### src/rtl/spi_arb_pkg.sv
// Shared encodings for the SPI bus arbiter family.
package spi_arb_pkg;

  typedef enum logic [1:0] {
    ST_IDLE  = 2'd0,
    ST_OWN0  = 2'd1,
    ST_OWN1  = 2'd2,
    ST_GUARD = 2'd3
  } arb_state_e;

  localparam logic CS_INACTIVE = 1'b1;

endpackage

### src/rtl/spi_bus_arbiter_if.sv
// Request/grant handshake plus per-requester SPI lines and the shared output bus.
interface spi_bus_arbiter_if;
  logic REQ0, REQ1;
  logic CS0, CLK0, MOSI0;
  logic CS1, CLK1, MOSI1;
  logic GNT0, GNT1;
  logic SEL_AKTIV, BUSY, TIMEOUT_EVT;
  logic CS_OUT, CLK_OUT, MOSI_OUT;

  modport master (
    output REQ0, REQ1, CS0, CLK0, MOSI0, CS1, CLK1, MOSI1,
    input  GNT0, GNT1, SEL_AKTIV, BUSY, TIMEOUT_EVT, CS_OUT, CLK_OUT, MOSI_OUT
  );

  modport slave (
    input  REQ0, REQ1, CS0, CLK0, MOSI0, CS1, CLK1, MOSI1,
    output GNT0, GNT1, SEL_AKTIV, BUSY, TIMEOUT_EVT, CS_OUT, CLK_OUT, MOSI_OUT
  );
endinterface

### src/rtl/sel_tick_sync.sv
// Synchronises the asynchronous 1 kHz timebase and emits a one-cycle pulse per rising edge.
module sel_tick_sync (
  input  logic CLK,
  input  logic RST_N,
  input  logic CLK_1kHz,
  output logic TICK
);

  logic sync1_q, sync2_q, prev_q;

  always_ff @(posedge CLK or negedge RST_N) begin
    if (!RST_N) begin
      sync1_q <= 1'b0;
      sync2_q <= 1'b0;
      prev_q  <= 1'b0;
    end else begin
      sync1_q <= CLK_1kHz;
      sync2_q <= sync1_q;
      prev_q  <= sync2_q;
    end
  end

  assign TICK = sync2_q & ~prev_q;

endmodule

### src/rtl/spi_bus_arbiter.sv
// Round-robin arbiter sharing one SPI bus between two masters, with guard time and idle timeout.
module spi_bus_arbiter
  import spi_arb_pkg::*;
#(
  parameter int unsigned         CNT_W           = 16,
  parameter logic [CNT_W-1:0]    GUARD_MS        = 16'd2,
  parameter logic [CNT_W-1:0]    IDLE_TIMEOUT_MS = 16'd100
) (
  input  logic              CLK,
  input  logic              RST_N,
  input  logic              CLK_1kHz,
  spi_bus_arbiter_if.slave  bus
);

  logic tick;

  sel_tick_sync u_tick_sync (
    .CLK      (CLK),
    .RST_N    (RST_N),
    .CLK_1kHz (CLK_1kHz),
    .TICK     (tick)
  );

  arb_state_e       state_q;
  logic             gnt0_q, gnt1_q, sel_q, last_q, tevt_q;
  logic             cs_q, sclk_q, mosi_q;
  logic [CNT_W-1:0] idle_cnt_q, guard_cnt_q;

  logic own_cs, own_clk, own_mosi, own_req, oth_req;
  logic release_c, timeout_c;

  // Signals of whichever requester currently owns the bus.
  always_comb begin
    own_cs   = bus.CS0;
    own_clk  = bus.CLK0;
    own_mosi = bus.MOSI0;
    own_req  = bus.REQ0;
    oth_req  = bus.REQ1;
    if (state_q == ST_OWN1) begin
      own_cs   = bus.CS1;
      own_clk  = bus.CLK1;
      own_mosi = bus.MOSI1;
      own_req  = bus.REQ1;
      oth_req  = bus.REQ0;
    end
  end

  assign release_c = !own_req && own_cs;
  assign timeout_c = (IDLE_TIMEOUT_MS != '0) && (idle_cnt_q >= IDLE_TIMEOUT_MS) && own_cs;

  always_ff @(posedge CLK or negedge RST_N) begin
    if (!RST_N) begin
      state_q     <= ST_IDLE;
      gnt0_q      <= 1'b0;
      gnt1_q      <= 1'b0;
      sel_q       <= 1'b0;
      last_q      <= 1'b1;
      tevt_q      <= 1'b0;
      cs_q        <= CS_INACTIVE;
      sclk_q      <= 1'b0;
      mosi_q      <= 1'b0;
      idle_cnt_q  <= '0;
      guard_cnt_q <= '0;
    end else begin
      tevt_q <= 1'b0;
      case (state_q)
        ST_IDLE: begin
          cs_q       <= CS_INACTIVE;
          sclk_q     <= 1'b0;
          mosi_q     <= 1'b0;
          idle_cnt_q <= '0;
          // On a tie, the requester that did not own the bus last wins.
          if (bus.REQ0 && (!bus.REQ1 || last_q)) begin
            state_q <= ST_OWN0;
            gnt0_q  <= 1'b1;
            sel_q   <= 1'b0;
          end else if (bus.REQ1) begin
            state_q <= ST_OWN1;
            gnt1_q  <= 1'b1;
            sel_q   <= 1'b1;
          end
        end
        ST_OWN0, ST_OWN1: begin
          if (release_c || timeout_c) begin
            state_q     <= ST_GUARD;
            gnt0_q      <= 1'b0;
            gnt1_q      <= 1'b0;
            last_q      <= (state_q == ST_OWN1);
            guard_cnt_q <= '0;
            tevt_q      <= !release_c;
            cs_q        <= CS_INACTIVE;
            sclk_q      <= 1'b0;
            mosi_q      <= 1'b0;
          end else begin
            cs_q   <= own_cs;
            sclk_q <= own_clk;
            mosi_q <= own_mosi;
            if (!own_cs || !oth_req) begin
              idle_cnt_q <= '0;
            end else if (tick && (idle_cnt_q != '1)) begin
              idle_cnt_q <= idle_cnt_q + 1'b1;
            end
          end
        end
        ST_GUARD: begin
          cs_q   <= CS_INACTIVE;
          sclk_q <= 1'b0;
          mosi_q <= 1'b0;
          if (guard_cnt_q == GUARD_MS) begin
            state_q <= ST_IDLE;
          end else if (tick) begin
            guard_cnt_q <= guard_cnt_q + 1'b1;
          end
        end
        default: state_q <= ST_IDLE;
      endcase
    end
  end

  assign bus.GNT0        = gnt0_q;
  assign bus.GNT1        = gnt1_q;
  assign bus.SEL_AKTIV   = sel_q;
  assign bus.BUSY        = (state_q != ST_IDLE);
  assign bus.TIMEOUT_EVT = tevt_q;
  assign bus.CS_OUT      = cs_q;
  assign bus.CLK_OUT     = sclk_q;
  assign bus.MOSI_OUT    = mosi_q;

endmodule

### src/flat_wrapper.sv
// flat-port wrapper written by rule: the top's interface ports become plain ports
module spi_bus_arbiter_flat import spi_arb_pkg::*;
#(
  parameter int unsigned         CNT_W           = 16,
  parameter logic [CNT_W-1:0]    GUARD_MS        = 16'd2,
  parameter logic [CNT_W-1:0]    IDLE_TIMEOUT_MS = 16'd100
)
  (CLK, RST_N, CLK_1kHz, bus_REQ0, bus_REQ1, bus_CS0, bus_CLK0, bus_MOSI0, bus_CS1, bus_CLK1, bus_MOSI1, bus_GNT0, bus_GNT1, bus_SEL_AKTIV, bus_BUSY, bus_TIMEOUT_EVT, bus_CS_OUT, bus_CLK_OUT, bus_MOSI_OUT);
  spi_bus_arbiter_if bus_i ();
  input  logic CLK;
  input  logic RST_N;
  input  logic CLK_1kHz;
  input wire logic [$bits(bus_i.REQ0)-1:0] bus_REQ0;
  input wire logic [$bits(bus_i.REQ1)-1:0] bus_REQ1;
  input wire logic [$bits(bus_i.CS0)-1:0] bus_CS0;
  input wire logic [$bits(bus_i.CLK0)-1:0] bus_CLK0;
  input wire logic [$bits(bus_i.MOSI0)-1:0] bus_MOSI0;
  input wire logic [$bits(bus_i.CS1)-1:0] bus_CS1;
  input wire logic [$bits(bus_i.CLK1)-1:0] bus_CLK1;
  input wire logic [$bits(bus_i.MOSI1)-1:0] bus_MOSI1;
  output wire logic [$bits(bus_i.GNT0)-1:0] bus_GNT0;
  output wire logic [$bits(bus_i.GNT1)-1:0] bus_GNT1;
  output wire logic [$bits(bus_i.SEL_AKTIV)-1:0] bus_SEL_AKTIV;
  output wire logic [$bits(bus_i.BUSY)-1:0] bus_BUSY;
  output wire logic [$bits(bus_i.TIMEOUT_EVT)-1:0] bus_TIMEOUT_EVT;
  output wire logic [$bits(bus_i.CS_OUT)-1:0] bus_CS_OUT;
  output wire logic [$bits(bus_i.CLK_OUT)-1:0] bus_CLK_OUT;
  output wire logic [$bits(bus_i.MOSI_OUT)-1:0] bus_MOSI_OUT;
  assign bus_i.REQ0 = bus_REQ0;
  assign bus_i.REQ1 = bus_REQ1;
  assign bus_i.CS0 = bus_CS0;
  assign bus_i.CLK0 = bus_CLK0;
  assign bus_i.MOSI0 = bus_MOSI0;
  assign bus_i.CS1 = bus_CS1;
  assign bus_i.CLK1 = bus_CLK1;
  assign bus_i.MOSI1 = bus_MOSI1;
  assign bus_GNT0 = bus_i.GNT0;
  assign bus_GNT1 = bus_i.GNT1;
  assign bus_SEL_AKTIV = bus_i.SEL_AKTIV;
  assign bus_BUSY = bus_i.BUSY;
  assign bus_TIMEOUT_EVT = bus_i.TIMEOUT_EVT;
  assign bus_CS_OUT = bus_i.CS_OUT;
  assign bus_CLK_OUT = bus_i.CLK_OUT;
  assign bus_MOSI_OUT = bus_i.MOSI_OUT;
  spi_bus_arbiter #(.CNT_W(CNT_W), .GUARD_MS(GUARD_MS), .IDLE_TIMEOUT_MS(IDLE_TIMEOUT_MS)) u_core (.CLK(CLK), .RST_N(RST_N), .CLK_1kHz(CLK_1kHz), .bus(bus_i));
endmodule
### config.mk
export PLATFORM = sky130hd
export DESIGN_NAME = spi_bus_arbiter_flat
export DESIGN_NICKNAME = d
export VERILOG_FILES = /design/src/rtl/spi_arb_pkg.sv /design/src/rtl/spi_bus_arbiter_if.sv /design/src/rtl/sel_tick_sync.sv /design/src/rtl/spi_bus_arbiter.sv /design/src/flat_wrapper.sv
export SDC_FILE = /design/constraint.sdc
export NUM_CORES = 1
export LEC_CHECK = 0
export CELL_PAD_IN_SITES_DETAIL_PLACEMENT = 0
export CELL_PAD_IN_SITES_GLOBAL_PLACEMENT = 1
export CORE_UTILIZATION = 48
export DETAILED_ROUTE_END_ITERATION = 16
export GPL_TIMING_DRIVEN = 0
export PLACE_DENSITY_LB_ADDON = 0.1
export SYNTH_ARGS = -nofsm -noshare
export SYNTH_HDL_FRONTEND = slang
export SYNTH_SLANG_ARGS = --single-unit
export TNS_END_PERCENT = 50
### constraint.sdc
create_clock -name CLK -period 5.31 [get_ports CLK]
set_input_delay 0.7965 -clock CLK [delete_from_list [all_inputs] [get_ports CLK]]
set_output_delay 0.7965 -clock CLK [all_outputs]
set_load 0.05 [all_outputs]
After elaboration in Yosys (flattened, before gate mapping)
Cells that the tools add are included.
{"block": "totals", "regBits": 45, "out_inout_bits": 8}
{"block": "op_classes", "addsub": 2, "n_lt_le_gt_ge": 1, "n_eq_ne": 15, "mux": 33, "bitwise_logic": 2, "n_reduce_logical": 26}
{"operator": "$mux W16", "n": 6}
{"operator": "$pmux W16 S2", "n": 2}
{"operator": "$add A16 B1 Y16 const B", "n": 2}
{"operator": "$eq A16 B2 Y1 const B", "n": 1}
{"operator": "$ge A16 B7 Y1 const B", "n": 1}
{"operator": "$ne A16 B16 Y1 const B", "n": 1}
{"operator": "$mux W1", "n": 15}
{"operator": "$pmux W1 S2", "n": 5}
{"operator": "$reduce_and A3 Y1", "n": 3}
{"operator": "$mux W2", "n": 4}
{"operator": "$ne A2 B1 Y1 const B", "n": 4}
{"operator": "$ne A2 B2 Y1 const B", "n": 4}
{"operator": "$reduce_and A4 Y1", "n": 2}
{"operator": "$reduce_bool A2 Y1", "n": 4}
{"operator": "$pmux W2 S3", "n": 1}
{"operator": "$logic_not A1 Y1", "n": 5}
{"operator": "$eq A2 B2 Y1 const B", "n": 2}
{"operator": "$logic_and A1 B1 Y1", "n": 4}
{"operator": "$reduce_and A2 Y1", "n": 2}
{"operator": "$reduce_or A2 Y1", "n": 2}
{"operator": "$logic_or A1 B1 Y1", "n": 3}
{"operator": "$ne A3 B1 Y1 const B", "n": 1}
{"operator": "$ne A3 B2 Y1 const B", "n": 1}
{"operator": "$eq A2 B1 Y1 const B", "n": 1}
{"operator": "other kinds (3)", "n": 3}

Longest topological paths before layout
{"block": "depth", "word_depth": 7, "mapped_depth": 10, "ltp_nobuf": 7}

By module
Synthesis repeated with hierarchy kept, for this count alone.
{"block": "hier_totals", "hier_cells": 247, "area_unflattened_um2": 2426.1}
{"mod": "spi_bus_arbiter", "instances": 1, "cells_each": 243, "area_per_inst_um2": 2337.2, "seq_area_each_um2": 1053.5}
{"mod": "sel_tick_sync", "instances": 1, "cells_each": 4, "area_per_inst_um2": 88.8, "seq_area_each_um2": 75.1}

Worst setup path before layout
No wires, ideal clock.
{"block": "synth_path", "kind": "input-to-reg", "from": "in bus_CS0", "to": "reg u_core.guard_cnt_q[9]", "t_arrival_ns": 2.182, "required_time_ns": 5.232, "slack_ns": 3.050, "stages": 6, "path_buffers": 1, "path_cell_list": "inv_1 > o311ai_2 > a21oi_2 > buf_2 > or4b_2 > a21oi_1"}
{"block": "synth_between", "elab_chain_cells": 5, "elab_cells_between_ends": 6, "classes_between": "eq/ne: 1; mux: 1; reduce/logical: 4"}
{"element": "from (decl)", "line": "flat_wrapper.sv:15", "rtl": "input wire logic [$bits(bus_i.CS0)-1:0] bus_CS0;"}
{"element": "$mux W1 *", "line": "spi_bus_arbiter.sv:39", "rtl": "if (state_q == ST_OWN1) begin"}
{"element": "$logic_and A1 B1 Y1, on equally long branches", "line": "spi_bus_arbiter.sv:48, spi_bus_arbiter.sv:49"}
{"element": "$logic_or A1 B1 Y1 *", "line": "spi_bus_arbiter.sv:84", "rtl": "if (release_c || timeout_c) begin"}
{"element": "$ne A2 B1 Y1 (no source line) *"}
{"element": "$reduce_and A4 Y1 (no source line) *"}
{"element": "to (signal assigned)", "line": "spi_bus_arbiter.sv:112", "rtl": "guard_cnt_q <= guard_cnt_q + 1'b1;"}
{"element": "to (decl)", "line": "spi_bus_arbiter.sv:27", "rtl": "logic [CNT_W-1:0] idle_cnt_q, guard_cnt_q;"}
Mark *: on every way between the ends. The rest lies on a longest branch, timed or not.
A chain may end at the register's enable or synchronous reset.

Worst setup path in the final report
{"block": "layout_path", "from": "reg u_core.state_q[0]", "to": "out bus_BUSY"}
{"block": "layout_between", "elab_chain_cells": 1}
{"element": "from (decl)", "line": "spi_bus_arbiter.sv:24", "rtl": "arb_state_e state_q;"}
{"element": "from (signal assigned)", "line": "spi_bus_arbiter.sv:53", "rtl": "state_q <= ST_IDLE;"}
{"element": "from (signal assigned)", "line": "spi_bus_arbiter.sv:74", "rtl": "state_q <= ST_OWN0;"}
{"element": "from (signal assigned)", "line": "spi_bus_arbiter.sv:78", "rtl": "state_q <= ST_OWN1;"}
{"element": "$reduce_bool A2 Y1", "line": "spi_bus_arbiter.sv:123", "rtl": "assign bus.BUSY = (state_q != ST_IDLE);"}
{"element": "to (decl)", "line": "flat_wrapper.sv:24", "rtl": "output wire logic [$bits(bus_i.BUSY)-1:0] bus_BUSY;"}
Every way passes these cells.

==> results.md <==
- The run finished with clean final reports.
- In the global route stage, met2 resource usage came out at 0.330.
- The length of the first detailed-routing pass in iterations is 5.
- After clock tree synthesis, the clock-pin slew on the worst setup and hold paths is 80 ps.
- Measured along the x axis, the die boundary spans 72.7 microns.
- The post-cts gate resize count is 0.
- Setup violations remaining at the end of the flow were counted as 0.
- The worst setup margin is 2540 ps.
- The TritonCTS clock tree is built.
- The y dimension of the die is 72.7 microns.
- The xor and xnor fraction of the mapped netlist area is 0.
- The startpoint type of the worst setup path is a register.
- The critical path contains buffers and inverters numbering 3 combined.
- By instance count, the cell type seen most on the critical path is sky130_fd_sc_hd__inv_1.
- After floorplanning, the core was sized to cover 0.00475 sq mm.
- The highest clock rate is 361 MHz.
- The setup slack at placement is 2260 ps.
- Summing every instance area after synthesis gives 0.00240 sq mm.
- In this run the worst path has a maximum fanout of 6.
- Of the total synthesized cell area, the portion taken by AND, OR, NAND and NOR gates is 0.219.
- Summed over all layers, the global routing overflow is 0.
- The final hold violation count was 0.
- For this block, the routed nets add up to 4.98 mm of wire.
- The H-tree generated during clock tree synthesis spans 2 levels.
- The data arrival at the endpoint of the critical path is 1970 ps.
- The final HPWL from detailed placement is 3.58 mm.
- For this run, the total global-route usage over all layers was measured as 0.217.
- The maximum ir drop on the vdd rail is 0.340 mV.
- Broken down by cell family, the worst path's largest delay share belongs to buffers and inverters.
- The number of antenna violations at the first check in global routing came to 0.
- For this block, the initial DRC count from the detailed router was 162.
- The global placement routability congestion is 0.801.
- The area of the die is 0.00528 sq mm.
- The quantity of hold-fixing buffers added after cts is 0.
- The sort of element at the end of the critical path is a primary output.
- During I/O placement, the number of pins put on the boundary was 19.
- met2 is the most crowded layer.
- The number of buffers inserted during clock tree synthesis is 5.
- Adding up every negative setup slack in the final design gives 0 ps.
- The site row count is 25.
- The slowest stage of the critical path is the sky130_fd_sc_hd__clkdlybuf4s50_1 cell.
- Traced cell by cell, the critical path runs through inv_1 -> ha_1 -> inv_1 -> clkdlybuf4s50_1.
- Counting distinct cell types in the post-synthesis netlist gives 43.
- The clock net sink count is 45.
- The number of nets in the final layout is 293.
- The number of DRC violations after detailed routing is 0.
- The number of buffers added on ports is 18.
- The share of the Yosys chip area taken by registers is 0.471.
- The via count of the first global-routing pass is 1,841.
- The tool flagged a number of max-cap violations equal to 0.
- The leakage power figure is 1.15 nW.
- The average cell area after synthesis is 9.66 sq um.
- The number of max-slew violations in the final report is 0.
- After synthesis, the share of cell area in mux cells is 0.0392.
- In this design, the stage delay of the slowest critical-path cell is 810 ps.
- The largest clock skew in the final design is 5.98 ps.
- At the pin with the least slew margin, the transition time is 666 ps.
- The first global-routing pass estimated 8.78 mm of wire.
- The complex-gate fraction of the synthesized area is 0.177.
- The repair_antennas step left the layout with diodes totalling 0.
- The cell count after synthesis is 248.
- The share of layout cells above drive strength 1 is 0.0945.
- The type of the worst setup path is register to primary output.
- The maximum buffer depth of the clock tree is 2.
- For this run, global-route usage on met3 was measured as 0.0456.
- The required time of the critical path is 4510 ps.
- The synthesized design contains 45 register bits.
- The portion of the clock cycle consumed by the worst path in the final layout is 0.521.
- Entering global routing, the biggest net connects 30 pins.
- After synthesis, the largest family of logic cells by area is simple AND/OR/NAND/NOR gates.
- After detailed routing, the average wire length per cell comes to 14.6 microns.
- The filler cells instantiated in the layout total 431.
- For this design the ratio of total power to cell area is 485 mW/mm^2.
- The headroom to the max-slew limit is 0.551.
- Clock latency on the worst-skew pair, taken at its later pin, is 300 ps.
- The synthesis warning total is 0.
- The clock period minus final worst setup slack is 2770 ps.
- The post-route antenna net violation count is 0.
- Counting every net in the synthesized netlist gives 267.
- The number of vias in the routed layout is 1,953.
- In this run the worst hold path is classified as register to register.
- The setup fix buffers added after clock tree synthesis is 0.
- Of the total synthesized cell area, the portion taken by full adders, half adders and majority gates is 0.0418.
- In the global route stage, met1 resource usage came out at 0.311.
- The initial cell density of the core is 0.504.
- Dividing the detail-routed via count by the number of cells gives 5.71.
- The tree is rooted in a sky130_fd_sc_hd__clkbuf_8.
- The area growth from synthesis to layout is 15.3%.
- Setup repair after global routing left no endpoint under its margin.
worst reg2reg max path: stages, from the launching register on:
cell and delay (ps):
sky130_fd_sc_hd__dfrtp_1 420, sky130_fd_sc_hd__inv_1 90, sky130_fd_sc_hd__ha_1 140, sky130_fd_sc_hd__buf_2 220, sky130_fd_sc_hd__mux2_2 410, sky130_fd_sc_hd__a21oi_2 370
sky130_fd_sc_hd__buf_2 290, sky130_fd_sc_hd__nor3_1 100, sky130_fd_sc_hd__clkbuf_1 270, sky130_fd_sc_hd__a21oi_1 190
synth_stat cells (all sizes together):
library cell  count  area share
o31ai            15       0.047
dfrtp            43        0.45
nand3            12       0.025
and2              1      0.0026
or4b              1      0.0042
nand4b            1      0.0037
clkbuf            6      0.0094
nor3b             1      0.0031
o211ai            1      0.0031
o311ai            2       0.010
or4              14       0.044
a21o              3      0.0094
o31a              1      0.0037
buf               8       0.016
inv              17       0.027
a21boi            1      0.0031
nand3b            1      0.0031
a21oi            18       0.039
and3b             1      0.0037
nor3              4      0.0084
ha                8       0.042
mux2              3       0.014
nand4             9       0.023
o41ai             4       0.015
nand2            10       0.016
o21bai            1      0.0031
o21ai            11       0.023
or2               2      0.0052
a31oi             4       0.010
nor2b            13       0.034
a211oi            2      0.0063
and3              4       0.010
nor4              5       0.013
a22oi             1      0.0031
mux2i             6       0.025
nor2             12       0.020
dfstp             2       0.022
cells by family after synthesis:
| family | count (synthesis) |
|---|---|
| AND/OR/NAND/NOR | 91 |
| AO/OA/AOI/OAI | 64 |
| flip-flops | 45 |
| buffers and inverters | 31 |
| multiplexers | 9 |
| adder cells (fa/ha/maj) | 8 |
registers in the layout, indices dropped and copies added, names as in the netlist:
name,count
u_core.bus.TIMEOUT_EVT,1
u_core.bus.CLK_OUT,1
u_core.guard_cnt_q,16
u_core.bus.GNT0,1
u_core.u_tick_sync.prev_q,1
u_core.u_tick_sync.sync1_q,1
u_core.bus.MOSI_OUT,1
u_core.u_tick_sync.sync2_q,1
u_core.last_q,1
u_core.bus.GNT1,1
u_core.idle_cnt_q,16
u_core.state_q,2
u_core.bus.SEL_AKTIV,1
u_core.bus.CS_OUT,1
through the flow:
| stage | hold WS (ps) | utilization | cells | power (mW) | cell area, sq um |
|---|---|---|---|---|---|
| after floorplan | 331 | - | 248 | 0.932 | 2400 |
| after global placement | 334 | 0.559 | 333 | 1.14 | 2660 |
| after detailed placement | 347 | 0.563 | 334 | 1.14 | 2680 |
| after CTS | 367 | 0.581 | 342 | 1.35 | 2760 |
| after global routing | 369 | 0.581 | 342 | 1.45 | 2760 |
| final | 363 | 0.581 | 342 | 1.34 | 2760 |
layer usage:
| metal | vias up | routed length (microns) |
|---|---|---|
| met3 | 6 | 156 |
| met4 | 0 | 72 |
| li1 | 968 | - |
| met1 | 946 | 2500 |
| met2 | 33 | 2240 |
| met5 | - | 0 |
where the power goes:
| part | switching, mW | internal [mW] | total [mW] |
|---|---|---|---|
| logic | 0.490 | 0.223 | 0.713 |
| registers | 0.0291 | 0.388 | 0.417 |
| clock network | 0.116 | 0.0927 | 0.209 |
final timing paths:
check / depth (start not counted) / slack [ps] / startpoint / endpoint
worst max-delay path: 4 / 2540 / u_core.state_q[0]$_DFFE_PN0P_ / bus_BUSY
worst min-delay path: 0 / 360 / u_core.u_tick_sync.sync1_q$_DFF_PN0_ / u_core.u_tick_sync.sync2_q$_DFF_PN0_
worst max register to register: 9 / 2740 / u_core.state_q[0]$_DFFE_PN0P_ / u_core.guard_cnt_q[13]$_DFFE_PN0P_
worst min register to register: 0 / 360 / u_core.u_tick_sync.sync1_q$_DFF_PN0_ / u_core.u_tick_sync.sync2_q$_DFF_PN0_
max in group asynchronous: 2 / 4330 / RST_N / u_core.last_q$_DFFE_PN1P_
min in group asynchronous: 1 / 420 / RST_N / u_core.guard_cnt_q[7]$_DFFE_PN0P_
cell type report:
class	instances	area (sq um)	area share
clock inverters	2	15.0	0.00543
clock buffers	6	72.6	0.0263
repair buffers	19	195	0.0707
flip-flops and latches	45	1130	0.409
plain buffers	14	61.3	0.0222
inverters	17	63.8	0.0231
well taps	67	83.8	0.0303
multi-input cells	172	1140	0.413
placed cells by master (no fill, tap or decap), types with 3 or more instances in the layout:
master                            instances
sky130_fd_sc_hd__a21o_1                   3
sky130_fd_sc_hd__a21oi_1                 17
sky130_fd_sc_hd__a31oi_1                  4
sky130_fd_sc_hd__and3_1                   4
sky130_fd_sc_hd__buf_2                    8
sky130_fd_sc_hd__clkbuf_1                 7
sky130_fd_sc_hd__clkbuf_8                 5
sky130_fd_sc_hd__clkdlybuf4s50_1         17
sky130_fd_sc_hd__dfrtp_1                 43
sky130_fd_sc_hd__ha_1                     8
sky130_fd_sc_hd__inv_1                   17
sky130_fd_sc_hd__mux2_2                   3
sky130_fd_sc_hd__mux2i_1                  6
sky130_fd_sc_hd__nand2_1                 10
sky130_fd_sc_hd__nand3_1                 12
sky130_fd_sc_hd__nand4_1                  9
sky130_fd_sc_hd__nor2_1                  11
sky130_fd_sc_hd__nor2b_1                 13
sky130_fd_sc_hd__nor3_1                   4
sky130_fd_sc_hd__nor4_1                   5
sky130_fd_sc_hd__o21ai_0                  9
sky130_fd_sc_hd__o31ai_1                 15
sky130_fd_sc_hd__o41ai_1                  4
sky130_fd_sc_hd__or4_1                   14
(Power assumes the default switching activity.)
